**config.mk**
```make
export PLATFORM = sky130hd
export DESIGN_NAME = controle_acesso
export DESIGN_NICKNAME = d
export VERILOG_FILES = /design/src/rtl/controle_acesso.sv
export SDC_FILE = /design/constraint.sdc
export NUM_CORES = 1
export LEC_CHECK = 0
export BUFFER_PORTS_ARGS = -buffer_cell sky130_fd_sc_hd__buf_2
export CORE_ASPECT_RATIO = 1.75
export CORE_MARGIN = 5
export CORE_UTILIZATION = 58
export DETAILED_ROUTE_END_ITERATION = 16
export GPL_TIMING_DRIVEN = 0
export PLACE_DENSITY = 0.9
export SETUP_SLACK_MARGIN = 0.02
export SKIP_LAST_GASP = 1
export SLEW_MARGIN = 20
export SYNTH_ARGS = -nofsm -noshare
export SYNTH_HDL_FRONTEND = slang
export SYNTH_SLANG_ARGS = --single-unit
```
**constraint.sdc**
```tcl
create_clock -name clk -period 2.8 [get_ports clk]
set_input_delay 0.28 -clock clk [delete_from_list [all_inputs] [get_ports clk]]
set_output_delay 0.28 -clock clk [all_outputs]
set_load 0.1 [all_outputs]
```
**src/rtl/controle_acesso.sv**
```systemverilog
// controle_acesso: access sequencer between the keypad PIN-packet source and
// the password verifier. A rising edge on pin_status_in sends one evaluation
// strobe to the verifier, then the block waits for a single verdict. The
// verdict either opens the door for a timed window, counts a failure (an
// escalating lockout starts after MAX_TENT consecutive failures), or hands
// control to setup mode on a master PIN.
//
// Ports:
//   clk, rst         clock; asynchronous active-high reset
//   tick             one-cycle timebase pulse (1 Hz in the system)
//   pin_status_in    PIN packet status bit; a rising edge submits a new PIN
//   pin_strobe_out   one-cycle pulse: verifier must evaluate the PIN now
//   senha_fail       verdict pulse: PIN rejected
//   senha_padrao     verdict pulse: user PIN accepted
//   senha_master     verdict pulse: master PIN accepted
//   setup_done       setup module finished
//   tranca_aberta    door unlock drive
//   bloqueado        lockout active
//   setup_req        one-cycle pulse: enter setup
//   erro_timeout     one-cycle pulse: verifier gave no verdict in time
//   tentativas       consecutive failure count
//   tempo_restante   ticks left in the unlock window or lockout, else 0
//
// Handshake: there is no ready path. pin_strobe_out is a fire-and-forget
// request; exactly one of the verdict pulses is expected back while waiting,
// and any pulse arriving in another state is dropped.
module controle_acesso #(
  parameter int unsigned MAX_TENT     = 5,
  parameter int unsigned BLOQ_BASE    = 30,
  parameter int unsigned BLOQ_MAX     = 240,
  parameter int unsigned ABERTO_T     = 5,
  parameter int unsigned RESP_TIMEOUT = 16
) (
  input  logic       clk,
  input  logic       rst,
  input  logic       tick,
  input  logic       pin_status_in,
  output logic       pin_strobe_out,
  input  logic       senha_fail,
  input  logic       senha_padrao,
  input  logic       senha_master,
  input  logic       setup_done,
  output logic       tranca_aberta,
  output logic       bloqueado,
  output logic       setup_req,
  output logic       erro_timeout,
  output logic [2:0] tentativas,
  output logic [7:0] tempo_restante
);

  typedef enum logic [2:0] {
    OCIOSO   = 3'd0,
    AGUARDA  = 3'd1,
    ABERTO   = 3'd2,
    BLOQUEIO = 3'd3,
    SETUP    = 3'd4
  } estado_t;

  estado_t    state, state_d;
  logic       prev;
  logic [7:0] dur, dur_d;
  logic [7:0] cnt, cnt_d;

  logic       strobe_d, tranca_d, bloq_d, setup_req_d, erro_d;
  logic [2:0] tent_d;
  logic [7:0] tempo_d;

  logic       pin_edge;
  logic [3:0] tent_inc;
  logic [8:0] dur2;
  logic [7:0] dur_next;

  assign pin_edge = pin_status_in & ~prev;
  assign tent_inc = {1'b0, tentativas} + 4'd1;

  // Next lockout length: doubled in 9 bits so 128..255 cannot wrap, then
  // clamped to BLOQ_MAX.
  assign dur2     = {dur, 1'b0};
  assign dur_next = (dur2 > 9'(BLOQ_MAX)) ? 8'(BLOQ_MAX) : dur2[7:0];

  always_comb begin
    state_d     = state;
    dur_d       = dur;
    cnt_d       = cnt;
    strobe_d    = 1'b0;
    setup_req_d = 1'b0;
    erro_d      = 1'b0;
    tranca_d    = tranca_aberta;
    bloq_d      = bloqueado;
    tent_d      = tentativas;
    tempo_d     = tempo_restante;

    unique case (state)
      OCIOSO: begin
        if (pin_edge) begin
          strobe_d = 1'b1;
          cnt_d    = 8'(RESP_TIMEOUT);
          state_d  = AGUARDA;
        end
      end

      AGUARDA: begin
        if (senha_master) begin
          tent_d      = 3'd0;
          dur_d       = 8'(BLOQ_BASE);
          setup_req_d = 1'b1;
          state_d     = SETUP;
        end else if (senha_padrao) begin
          tent_d   = 3'd0;
          dur_d    = 8'(BLOQ_BASE);
          tempo_d  = 8'(ABERTO_T);
          tranca_d = 1'b1;
          state_d  = ABERTO;
        end else if (senha_fail) begin
          if (tent_inc < 4'(MAX_TENT)) begin
            tent_d  = tent_inc[2:0];
            state_d = OCIOSO;
          end else begin
            tent_d  = 3'(MAX_TENT);
            bloq_d  = 1'b1;
            tempo_d = dur;
            state_d = BLOQUEIO;
          end
        end else if (cnt <= 8'd1) begin
          cnt_d   = 8'd0;
          erro_d  = 1'b1;
          state_d = OCIOSO;
        end else begin
          cnt_d = cnt - 8'd1;
        end
      end

      // Ticks are only honoured once the state is entered, so a tick in the
      // entry cycle never shortens the window.
      ABERTO: begin
        if (tick) begin
          if (tempo_restante <= 8'd1) begin
            tempo_d  = 8'd0;
            tranca_d = 1'b0;
            state_d  = OCIOSO;
          end else begin
            tempo_d = tempo_restante - 8'd1;
          end
        end
      end

      BLOQUEIO: begin
        if (tick) begin
          if (tempo_restante <= 8'd1) begin
            tempo_d = 8'd0;
            bloq_d  = 1'b0;
            tent_d  = 3'd0;
            dur_d   = dur_next;
            state_d = OCIOSO;
          end else begin
            tempo_d = tempo_restante - 8'd1;
          end
        end
      end

      SETUP: begin
        if (setup_done) state_d = OCIOSO;
      end

      default: state_d = OCIOSO;
    endcase
  end

  always_ff @(posedge clk or posedge rst) begin
    if (rst) begin
      state          <= OCIOSO;
      prev           <= 1'b0;
      dur            <= 8'(BLOQ_BASE);
      cnt            <= 8'd0;
      pin_strobe_out <= 1'b0;
      tranca_aberta  <= 1'b0;
      bloqueado      <= 1'b0;
      setup_req      <= 1'b0;
      erro_timeout   <= 1'b0;
      tentativas     <= 3'd0;
      tempo_restante <= 8'd0;
    end else begin
      state          <= state_d;
      prev           <= pin_status_in;
      dur            <= dur_d;
      cnt            <= cnt_d;
      pin_strobe_out <= strobe_d;
      tranca_aberta  <= tranca_d;
      bloqueado      <= bloq_d;
      setup_req      <= setup_req_d;
      erro_timeout   <= erro_d;
      tentativas     <= tent_d;
      tempo_restante <= tempo_d;
    end
  end

endmodule

```
==> run metrics <==
Final Max Tran Viols=0; Syn-to-layout area delta=11.78%; total grt overflow=0; r2r startpoint=tempo_restante[0]; origin of the worst setup path=tempo_restante[0]; critical path cell sequence=inv_1 > ha_1 > nor2_1 > nand4b_1 > a2111oi_4 > mux2_1; Finish-stage setup viols=0; core area=roughly 0.0034 mm²; GP Congestion=0.8407; pwr dens=1281 mW/mm²; width of the die=roughly 55 µm; Tcrit/Tclk final=0.8492; Max Cap Violations=0; Syn Nets=about 230; VDD IR-drop max=between 0.7 and 0.8 mV; CTS H-tree depth=2; post-route core utilization=0.6746; Ys Warns=0; mux share of post-synthesis cell area=0.01027; die height=about 89 µm; synthesized area=just over 0.002 mm²; Clock Sinks=35; wire per inst=roughly 17 µm; worst setup path endpoint=tentativas[0]; CP endpoint kind=flop; CP delay by family, top=compound AO/OA/AOI/OAI gates; data arrival time of the worst path=2550 ps; Post-Route WL=roughly 5000 µm; fraction of layout cells with a size suffix above 1=0.2169; clk_lat worst skew=around 290 ps; port bufs=23; Clock Skews=between 7 and 8 ps; DIE AREA=around 0.0049 mm²; largest family of logic cells by synthesized area=simple AND/OR/NAND/NOR gates; Multi-input gate area=around 0.0011 mm²; drc violations=0; largest net degree at the start of global routing=36; Root Buffer Master=clkbuf_8; cell leakage power=~0.99 nW; Crit. path cell count=6; reg-to-reg setup timing slack=420 ps; setup TNS=0 ps; ys flop type=dfrtp_1; XOR/XNOR share of the synthesized area=0.02114; fin worst setup slack=between 400 and 500 ps; sequential share of the synthesized area=0.4251; post-CTS resize count=0; routed vias/inst=between 6 and 7; Fin Hold WS=~110 ps; Antenna Nets Post-Route=0; IO Count=24; Fin. Hold Viols=0; postcts setup bufs=0; Total Routing Usage GR=0.2335; crit path max fanout=7; # hold bufs at CTS=0; drt pass-1 iters=4; pre-CTS setup slack=417.4 ps; Critical Path Start Type=flop; biggest cell delay along the critical path=540 ps; hpwl dp=3752 µm; cell row count=28; worst rel slew slack=0.5051; initial antenna violation count=0; post-synthesis register bit count=35; path type of the worst setup path=flop to flop; Buf/Inv on CP=1; FILL cells=298; number of synthesized flops with an enable pin=0; Critical Path RT=roughly 3000 ps; synthesized area per cell=~9.4 µm²; nets=approximately 260; Synth Area in Adders=0.03623; Reg2Reg Depth=6; Finished Cell Area=between 0.002 and 0.0025 mm²; area occupied by registers=between 800 and 900 µm²; slowest cell on the critical path=a2111oi_4; compound-cell area share of the yosys netlist=0.2047; first-pass GRT wire length=between 8000 and 9000 µm; status=completed; CTS max path bufs=2; type of the most critical hold path=input port to flop; fmax=approximately 420 MHz; Synth async-reset ratio=1.000; post-layout min period=approximately 2400 ps; Antenna Cells=0; TritonCTS Buffers=5; vias in the first global route=roughly 1900; Least-Margin Pin Slew=around 740 ps; TritonCTS clock tree=yes; Clock transition at path regs=about 70 ps; Synth Area in Simple Gates=0.2560; vias=~1800; drt first-iter violations=76; cell count after synthesis=220; reg-to-reg endpoint=tentativas[0]; RSZ-0062 raised after global routing=no; Placed Instance Area=between 0.002 and 0.0025 mm²; Synth cell types=between 50 and 60; Initial Utilization=0.6035
[sequential cells by signal, summed over array words and instances (netlist names), 3 cells and up]
signal	count
cnt	8
tempo_restante	8
dur	7
state	3
tentativas	3
[where the power goes]
part	switching, mW	internal, mW	total (mW)
sequential	0.195	0.674	0.869
clock	0.169	0.166	0.335
combinational	1.30	0.462	1.76
total	1.66	1.30	2.97
[worst min path at each step]
stage / from / end / slack, ps / cells past startpoint
finish: pin_status_in / prev / 110 / 1
global route: pin_status_in / prev / 110 / 1
CTS: pin_status_in / prev / 110 / 1
detailed placement: pin_status_in / prev / 400 / 1
global placement: pin_status_in / prev / 400 / 1
floorplan: pin_status_in / prev / 310 / 0
[cell families (layout without fill, tap and decap cells)]
family / count (synthesis) / after routing
AND/OR/NAND/NOR: 94 / 94
flip-flops: 35 / 35
multiplexers: 2 / 2
adder cells (fa/ha/maj): 6 / 6
buffers and inverters: 17 / 46
AO/OA/AOI/OAI: 61 / 61
XOR/XNOR: 5 / 5
[metrics by stage]
| stage | power [mW] | cells |
|---|---|---|
| detailed placement | 2.623 | 288 |
| floorplan | 2.283 | 220 |
| global placement | 2.583 | 288 |
| global route | 3.147 | 294 |
| finish | 2.966 | 294 |
| CTS | 2.965 | 294 |
[area by class of cell]
cell class                 instances  area share
multi-input combinational        168      0.4727
sequential                        35      0.3803
timing repair buffer              23     0.04970
clock buffer                       6     0.03133
tap                               45     0.02431
buffer                             6     0.02377
inverter                          11     0.01783
[cells in the mapped netlist, drive strengths merged (2+ instances only)]
| cell | count | share of area |
|---|---|---|
| and3 | 2 | 0.0060 |
| dfstp | 4 | 0.051 |
| a31oi | 2 | 0.0060 |
| a21oi | 17 | 0.041 |
| clkbuf | 3 | 0.015 |
| nand4 | 2 | 0.0060 |
| o21ai | 20 | 0.052 |
| nor2b | 2 | 0.0060 |
| nand2 | 15 | 0.028 |
| nor3b | 5 | 0.021 |
| or3 | 4 | 0.012 |
| ha | 6 | 0.036 |
| a41oi | 2 | 0.0085 |
| nor3 | 5 | 0.012 |
| or3b | 2 | 0.0097 |
| a211oi | 4 | 0.014 |
| and2 | 2 | 0.0060 |
| o31ai | 3 | 0.011 |
| nor4b | 2 | 0.011 |
| nor2 | 32 | 0.058 |
| nor4 | 8 | 0.030 |
| buf | 3 | 0.011 |
| inv | 11 | 0.020 |
| or4 | 5 | 0.024 |
| nand3 | 3 | 0.0072 |
| xnor2 | 5 | 0.021 |
| dfrtp | 31 | 0.37 |
[cell usage in the layout, fill, tap and decap left out, types with 5 or more instances in the layout]
cell type / n
nor2_1: 32
dfrtp_1: 31
buf_2: 24
a21oi_1: 17
nand2_1: 14
o21ai_1: 12
inv_1: 10
clkbuf_8: 7
nor4_1: 6
o21ai_0: 6
ha_1: 6
nor3_1: 5
xnor2_1: 5
[per-layer routing]
metal	vias up	global-route usage	part of all wire
li1	873	-	-
met1	884	0.2245	0.36
met2	50	0.4429	0.57
met3	21	0.04174	0.037
met4	0	0.1195	0.034
met5	-	0	0
Power figures use the tool's default switching activity.
